--- src/rtl/cotm32_pkg.sv ---
// Shared trap definitions: mcause codes, cause layout and arbiter FSM states.
// Pure declarations, no latency; no flow control.
// Used by trap_arbiter and irq_edge_latch.
package cotm32_pkg;

  typedef enum logic [1:0] {
    ST_IDLE    = 2'd0,
    ST_ISSUE   = 2'd1,
    ST_HOLDOFF = 2'd2
  } trap_state_e;

  typedef struct packed {
    logic        intr;
    logic [30:0] code;
  } cause_t;

  localparam logic [30:0] EXC_IADDR_MIS = 31'd0;
  localparam logic [30:0] EXC_ILLEGAL   = 31'd2;
  localparam logic [30:0] EXC_EBREAK    = 31'd3;
  localparam logic [30:0] EXC_LADDR_MIS = 31'd4;
  localparam logic [30:0] EXC_SADDR_MIS = 31'd6;
  localparam logic [30:0] EXC_ECALL     = 31'd11;

  localparam logic [30:0] IRQ_SW    = 31'd3;
  localparam logic [30:0] IRQ_TIMER = 31'd7;
  localparam logic [30:0] IRQ_EXT   = 31'd11;

  // Bit positions inside the {ext,timer,sw} mip/mie views
  localparam int IRQ_BIT_SW    = 0;
  localparam int IRQ_BIT_TIMER = 1;
  localparam int IRQ_BIT_EXT   = 2;

  function automatic cause_t mk_cause(input logic intr, input logic [30:0] code);
    cause_t c;
    c.intr = intr;
    c.code = code;
    return c;
  endfunction

endpackage

--- src/rtl/irq_edge_latch.sv ---
// Rising-edge pending latch for an interrupt line, cleared by claim (set wins).
// Latency: 1 clock, or 3 clocks with COTM32_EXT_IRQ_SYNC_EN (2-flop sync first).
// No backpressure: pending holds until claimed.
module irq_edge_latch
  import cotm32_pkg::*;
(
  input  logic i_clk,
  input  logic i_rst,
  input  logic irq,
  input  logic claim,
  output logic pending
);

  logic irq_cond;
  logic irq_prev;
  logic rise;

`ifdef COTM32_EXT_IRQ_SYNC_EN
  logic sync_1;
  logic sync_2;

  always_ff @(posedge i_clk) begin
    if (i_rst) begin
      sync_1 <= 1'b0;
      sync_2 <= 1'b0;
    end else begin
      sync_1 <= irq;
      sync_2 <= sync_1;
    end
  end

  assign irq_cond = sync_2;
`else
  assign irq_cond = irq;
`endif

  assign rise = irq_cond & ~irq_prev;

  always_ff @(posedge i_clk) begin
    if (i_rst) begin
      irq_prev <= 1'b0;
      pending  <= 1'b0;
    end else begin
      irq_prev <= irq_cond;
      // A new edge in the claim cycle must not be lost
      if (rise)
        pending <= 1'b1;
      else if (claim)
        pending <= 1'b0;
    end
  end

endmodule

--- src/rtl/trap_arbiter.sv ---
// Prioritises exceptions over interrupts, pulses one trap request and kills the pipe.
// Latency: o_trap_req 1 clock after the winning input; 2-cycle lockout (ISSUE, HOLDOFF).
// Inputs ignored outside IDLE; optional COTM32_EXT_IRQ_SYNC_EN syncs i_irq_mext.
module trap_arbiter
  import cotm32_pkg::*;
(
  input  logic        i_clk,
  input  logic        i_rst,
  input  logic        i_exc_iaddr_mis,
  input  logic        i_exc_illegal,
  input  logic        i_exc_ecall,
  input  logic        i_exc_ebreak,
  input  logic        i_exc_laddr_mis,
  input  logic        i_exc_saddr_mis,
  input  logic [31:0] i_pc,
  input  logic [31:0] i_exc_addr,
  input  logic [31:0] i_exc_instr,
  input  logic        i_irq_msw,
  input  logic        i_irq_mtimer,
  input  logic        i_irq_mext,
  input  logic        i_ext_claim,
  input  logic        i_mstatus_mie,
  input  logic [2:0]  i_mie,
  input  logic        i_trap_mode,
  output logic        o_trap_req,
  output logic [31:0] o_trap_cause,
  output logic [31:0] o_trap_tval,
  output logic [31:0] o_trap_epc,
  output logic        o_flush,
  output logic [2:0]  o_irq_pending
);

  trap_state_e state_q, state_d;

  logic       ext_pending;
  logic [2:0] irq_eligible;
  logic       exc_any;
  logic       take;
  logic       capture;
  cause_t     cause_sel;
  logic [31:0] tval_sel;
  cause_t     cause_q;
  logic [31:0] tval_q;
  logic [31:0] epc_q;

  irq_edge_latch u_ext_latch (
    .i_clk   (i_clk),
    .i_rst   (i_rst),
    .irq     (i_irq_mext),
    .claim   (i_ext_claim),
    .pending (ext_pending)
  );

  assign o_irq_pending = {ext_pending, i_irq_mtimer, i_irq_msw};
  assign irq_eligible  = o_irq_pending & i_mie & {3{i_mstatus_mie & ~i_trap_mode}};

  assign exc_any = i_exc_iaddr_mis | i_exc_illegal | i_exc_ecall |
                   i_exc_ebreak | i_exc_laddr_mis | i_exc_saddr_mis;
  assign take    = exc_any | (|irq_eligible);

  // Exceptions are unconditional and outrank every interrupt
  always_comb begin
    cause_sel = '0;
    tval_sel  = '0;
    if (i_exc_iaddr_mis) begin
      cause_sel = mk_cause(1'b0, EXC_IADDR_MIS);
      tval_sel  = i_exc_addr;
    end else if (i_exc_illegal) begin
      cause_sel = mk_cause(1'b0, EXC_ILLEGAL);
      tval_sel  = i_exc_instr;
    end else if (i_exc_ecall) begin
      cause_sel = mk_cause(1'b0, EXC_ECALL);
    end else if (i_exc_ebreak) begin
      cause_sel = mk_cause(1'b0, EXC_EBREAK);
    end else if (i_exc_laddr_mis) begin
      cause_sel = mk_cause(1'b0, EXC_LADDR_MIS);
      tval_sel  = i_exc_addr;
    end else if (i_exc_saddr_mis) begin
      cause_sel = mk_cause(1'b0, EXC_SADDR_MIS);
      tval_sel  = i_exc_addr;
    end else if (irq_eligible[IRQ_BIT_EXT]) begin
      cause_sel = mk_cause(1'b1, IRQ_EXT);
    end else if (irq_eligible[IRQ_BIT_SW]) begin
      cause_sel = mk_cause(1'b1, IRQ_SW);
    end else if (irq_eligible[IRQ_BIT_TIMER]) begin
      cause_sel = mk_cause(1'b1, IRQ_TIMER);
    end
  end

  always_ff @(posedge i_clk) begin
    if (i_rst)
      state_q <= ST_IDLE;
    else
      state_q <= state_d;
  end

  always_comb begin
    state_d = state_q;
    capture = 1'b0;
    case (state_q)
      ST_IDLE: begin
        if (take) begin
          state_d = ST_ISSUE;
          capture = 1'b1;
        end
      end
      ST_ISSUE:   state_d = ST_HOLDOFF;
      ST_HOLDOFF: state_d = ST_IDLE;
      default:    state_d = ST_IDLE;
    endcase
  end

  always_ff @(posedge i_clk) begin
    if (i_rst) begin
      cause_q <= '0;
      tval_q  <= '0;
      epc_q   <= '0;
    end else if (capture) begin
      cause_q <= cause_sel;
      tval_q  <= tval_sel;
      epc_q   <= i_pc;
    end
  end

  // Decoded straight from the state register so reset drops them immediately
  assign o_trap_req   = (state_q == ST_ISSUE);
  assign o_flush      = (state_q == ST_ISSUE) || (state_q == ST_HOLDOFF);
  assign o_trap_cause = cause_q;
  assign o_trap_tval  = tval_q;
  assign o_trap_epc   = epc_q;

endmodule

--- config.mk ---
export PLATFORM = sky130hd
export DESIGN_NAME = trap_arbiter
export DESIGN_NICKNAME = d
export VERILOG_FILES = /design/src/rtl/cotm32_pkg.sv /design/src/rtl/irq_edge_latch.sv /design/src/rtl/trap_arbiter.sv
export SDC_FILE = /design/constraint.sdc
export NUM_CORES = 1
export LEC_CHECK = 0
export CAP_MARGIN = 20
export CORE_UTILIZATION = 38
export CTS_BUF_LIST = sky130_fd_sc_hd__clkbuf_8
export DETAILED_ROUTE_END_ITERATION = 7
export PLACE_DENSITY_LB_ADDON = 0.3
export SLEW_MARGIN = 25
export SYNTH_ARGS = -nofsm -noshare
export SYNTH_HDL_FRONTEND = slang
export SYNTH_HIERARCHICAL = 1
export SYNTH_SLANG_ARGS = --single-unit
--- constraint.sdc ---
create_clock -name i_clk -period 2.7 [get_ports i_clk]
set_clock_uncertainty 0.2 [all_clocks]
set_input_delay 0.81 -clock i_clk [delete_from_list [all_inputs] [get_ports i_clk]]
set_output_delay 0.81 -clock i_clk [all_outputs]
set_load 0.05 [all_outputs]
Yosys cells after proc, flatten, opt, wreduce, memory -nomap -nowiden
Index checks and enable logic that the tools add are counted.

storage, ports and cells
  bits in registers = 100
  input bits = 113
  output and inout port bits = 101
  logic and storage cells = 47

cells by class
  eq/ne operators = 3
  muxes and demuxes = 21
  bitwise operators = 12
  reductions and logical operators = 4

operators with widths
  operator              number
  $mux W32              15
  $and A3 B3 Y3         2
  $or A1 B1 Y1          6
  $mux W1               4
  $pmux W2 S2           1
  $reduce_or A3 Y1      1
  $and A1 B1 Y1         2
  $eq A2 B1 Y1 const B  1
  $eq A2 B2 Y1 const B  1
  $logic_not A2 Y1      1
  $mux W2               1
  $ne A2 B2 Y1 const B  1
  $not A1 Y1            2
  $reduce_bool A2 Y1    1
  $logic_or A1 B1 Y1    1

Logic depth before layout (Yosys ltp)
  word-level depth = 12
  depth in mapped cells = 8
  gate-level depth less buffers = 5

Hierarchy
The synthesis kept the hierarchy.

modules (own cells, without submodules)
  module          times used  cells an instance  area an instance (µm²)  sequential area each (µm²)
  trap_arbiter    1           382                3281.9                  1421.4
  irq_edge_latch  1           6                  67.6                    40.0

Least setup slack after synthesis
Ideal clock, no wire load.

  path type = input to register
  start = input i_irq_mtimer
  end = register epc_q[21], in the netlist o_trap_epc[21]
  setup time = 0.132 ns
  arrival time = 2.037 ns
  required time = 2.368 ns
  setup slack = 0.331 ns
  cell stages on the path = 6
  path buffers = 2
  cell sequence = a222oi_1 > o211ai_2 > buf_2 > buf_2 > nand3_1 > a21oi_1

on the way
  cells in the longest elaborated chain, start to end = 6

ends and longest elaborated chain
  what                         RTL line             RTL
  start: declaration           trap_arbiter.sv:19   input logic i_irq_mtimer,
  $and A3 B3 Y3 (2 in series)  trap_arbiter.sv:55   assign irq_eligible = o_irq_pending & i_mie & {3{i_mstatus_mie & ~i_trap_mode}};
  $reduce_or A3 Y1             trap_arbiter.sv:59   assign take = exc_any | (|irq_eligible);
  $or A1 B1 Y1                 trap_arbiter.sv:59
  $mux W1                      trap_arbiter.sv:102  if (take) begin
  $mux W1                      trap_arbiter.sv:100  case (state_q)
  end signal: assignment       trap_arbiter.sv:121  epc_q <= i_pc;
  end: declaration             trap_arbiter.sv:44   logic [31:0] epc_q;

No other way between the ends.
A chain may end at the register's enable or synchronous reset.

Final worst setup path
  start = input i_irq_msw
  end = output o_irq_pending[0]

RTL lines
  what                RTL line            RTL
  start: declaration  trap_arbiter.sv:18  input logic i_irq_msw,
  end: declaration    trap_arbiter.sv:30  output logic [2:0] o_irq_pending

No word-level cell between the ends.

==> key figures <==
Status
  • Status: complete, no violations

Synth
  • Post-synth EDFFs: 0
  • Synthesized area: around 0.0033 mm2
  • Syn Inst Count: 388
  • Syn. warnings: 6
  • Fraction of registers with async set or reset after synthesis: 0
  • Yosys reg bits: 73
  • Syn_area_per_cell: 8.633 um2
  • Sequential element share of the synthesized area: 0.4363
  • Post-synthesis cell type count: 34
  • Main synth FF type: dfxtp_1

STA
  • Measured slew at the worst slew-check pin: 0.5397 ns
  • Final Slew Violations: 0
  • Slew headroom: 0.6391
  • Final setup vio count: 0
  • Part of the cycle the worst path needs: 0.9478
  • Unrepaired setup endpoints after global routing: false
  • Min Clock Period, post-route: approximately 2.6 ns
  • F_max: ~390 MHz
  • Fin worst setup slack: 0.1410 ns
  • Final hold vios: 0

CTS
  • CTS Hold Bufs: 0
  • CTS tree: built
  • Clock Tree Root: clkbuf_8
  • Worst-skew pair later-pin latency: 0.33 ns
  • # resized after CTS: 0
  • Longest Clk Path Bufs: 2
  • H-tree depth: 3
  • Number of clock sinks: 73
  • CTS Buf Count: 9
  • # Post-CTS Setup Buffers: 0
  • Clk slew on worst S/H paths: 0.07 ns

Route
  • Routed Antenna Nets: 0
  • First DRT Iteration DRCs: 127
  • Via/cell ratio: ~5.2
  • Routed wire per std cell: 14.71 um
  • # DRC: 0
  • Pre-antenna DRT Iters: 4
  • Vias post-DR: 3521
  • WL final: 9915 um

Finish
  • Commonest non-fill, non-tap cell in the layout: clkdlybuf4s50_1
  • Share of cells above drive strength 1: 0.09139
  • Most frequent cells in the layout: clkdlybuf4s50_1 (181), dfxtp_1 (73), a21oi_1 (71)
  • Diodes inserted: 0
  • End-of-flow core utilization: 0.6605
  • Area grow syn2layout: 65.30%
  • Final net count: about 680
  • Fill count: 693

Worst setup path
  • Worst path max stage delay: 0.48 ns
  • Slowest CP cell: clkdlybuf4s50_1
  • Setup crit start kind: input port
  • Setup CP Type: input port to primary output
  • Crit end category: primary output
  • Worst endpoint data arrival time: approximately 1.6 ns
  • CP Cell Sequence: clkdlybuf4s50_1, buf_4, buf_12
  • CP max FO: 2
  • CP Data Required Time: 1.69 ns

Global route
  • Initial antenna violation count: 0
  • Vias in the first global route: 3305
  • Largest net degree at the start of global routing: 40
  • Tot GR Track Use: 0.2141
  • Grt ovf: 0
  • Global-route wire length before repair: 15340 um

Floorplan
  • Site Rows: 33
  • Die Span X: 95.89 um
  • CORE AREA: 0.008382 mm2
  • Die Area: between 0.009 and 0.01 mm2
  • Starting Density: 0.3996
  • Height of the die: 95.89 um
  • Top-Level Pins: 214

Job
  • Maxcap violations: 0

Power and ir drop
  • Pleak: 2.102 nW
  • Max VDD drop: between 0.0003 and 0.0004 V
  • PwrDens: 608.9 mW/mm2
  • Pwr Total: 0.003371 W

Placement
  • GPL Wtd Cong: about 0.85
  • Place WS: -0.07252 ns
  • Final HPWL DP: 7315 um
  • IO buf count: 186

Worst hold path
  • HP Class: flop to flop
[stage by stage]
stage	instances	cell area (um2)	TNS (ns)	hold WS [ns]
after global placement	658	5316	-0.2861	0.2505
after detailed placement	658	5316	-0.7196	0.2669
after CTS	674	5537	0	0.2770
after floorplan	414	3447	0	0.2437
after global routing	674	5537	0	0.2950
final	674	5537	0	0.2770
[cell type report]
type                            instances  area, um2  share of cell area
Timing Repair Buffer                  211       2147              0.3878
Multi-Input combinational cell        265       1562              0.2820
Sequential cell                        73       1461              0.2640
Clock buffer                           10      137.6             0.02486
Tap cell                              105      131.4             0.02373
Clock inverter                          6      82.58             0.01492
Inverter                                4      15.01            0.002712
[power by group]
| part | internal [W] | switching (W) |
|---|---|---|
| logic | 0.000462 | 0.000750 |
| clock network | 0.000541 | 0.000384 |
| registers | 0.00118 | 0.0000527 |
| total | 0.00218 | 0.00119 |
[routing by layer]
metal | GRT usage | routed length (um) | up-vias
li1 | - | - | 1739
met1 | 0.2380 | 3915 | 1610
met2 | 0.3827 | 4858 | 157
met3 | 0.07346 | 993 | 15
met4 | 0.06716 | 148 | 0
met5 | 0 | 0 | -
[critical path, delay by kind of cell]
kind	cells	cell delay (ns)
buffers and inverters	3	0.74
[registers in the layout, indices dropped and copies added, names as in the netlist]
| name | count |
|---|---|
| o_trap_epc | 32 |
| u_ext_latch/pending | 1 |
| o_trap_tval | 32 |
| u_ext_latch/irq_prev | 1 |
| state_q | 2 |
| o_trap_cause | 5 |
[path summary, 6_finish.rpt]
path,from,to,slack (ns),cells after the start
worst min-delay path,o_trap_cause[1],o_trap_cause[1],0.28,2
worst max-delay path,i_irq_msw,o_irq_pending[0],0.14,3
worst min register to register,o_trap_cause[1],o_trap_cause[1],0.28,2
worst max register to register,u_ext_latch/pending,o_trap_tval[10],0.90,6
[Yosys cell counts, types with 2 or more instances]
library cell	n	area, um2
dfxtp_1	73	1461
a21oi_1	71	355.3
a211oi_1	33	247.7
nand3_1	33	165.2
a22oi_1	32	240.2
buf_4	30	225.2
clkbuf_1	29	108.9
o21ai_0	25	125.1
o21ai_1	12	60.06
nor2_1	5	18.77
buf_1	4	15.01
buf_6	4	45.04
inv_1	4	15.01
nand2b_1	4	25.02
buf_2	3	15.01
nand4_1	3	18.77
clkbuf_8	2	27.53
ha_1	2	25.02
nand2_1	2	7.510
nor2b_1	2	12.51
nor3_1	2	10.01
[cell families after synthesis]
group / count (synthesis) / synth area share
other: 1 / 0.001120
AO/OA/AOI/OAI: 183 / 0.3369
adder cells (fa/ha/maj): 2 / 0.007470
flip-flops: 73 / 0.4363
AND/OR/NAND/NOR: 53 / 0.08330
buffers and inverters: 76 / 0.1348
Power figures use the tool's default switching activity.
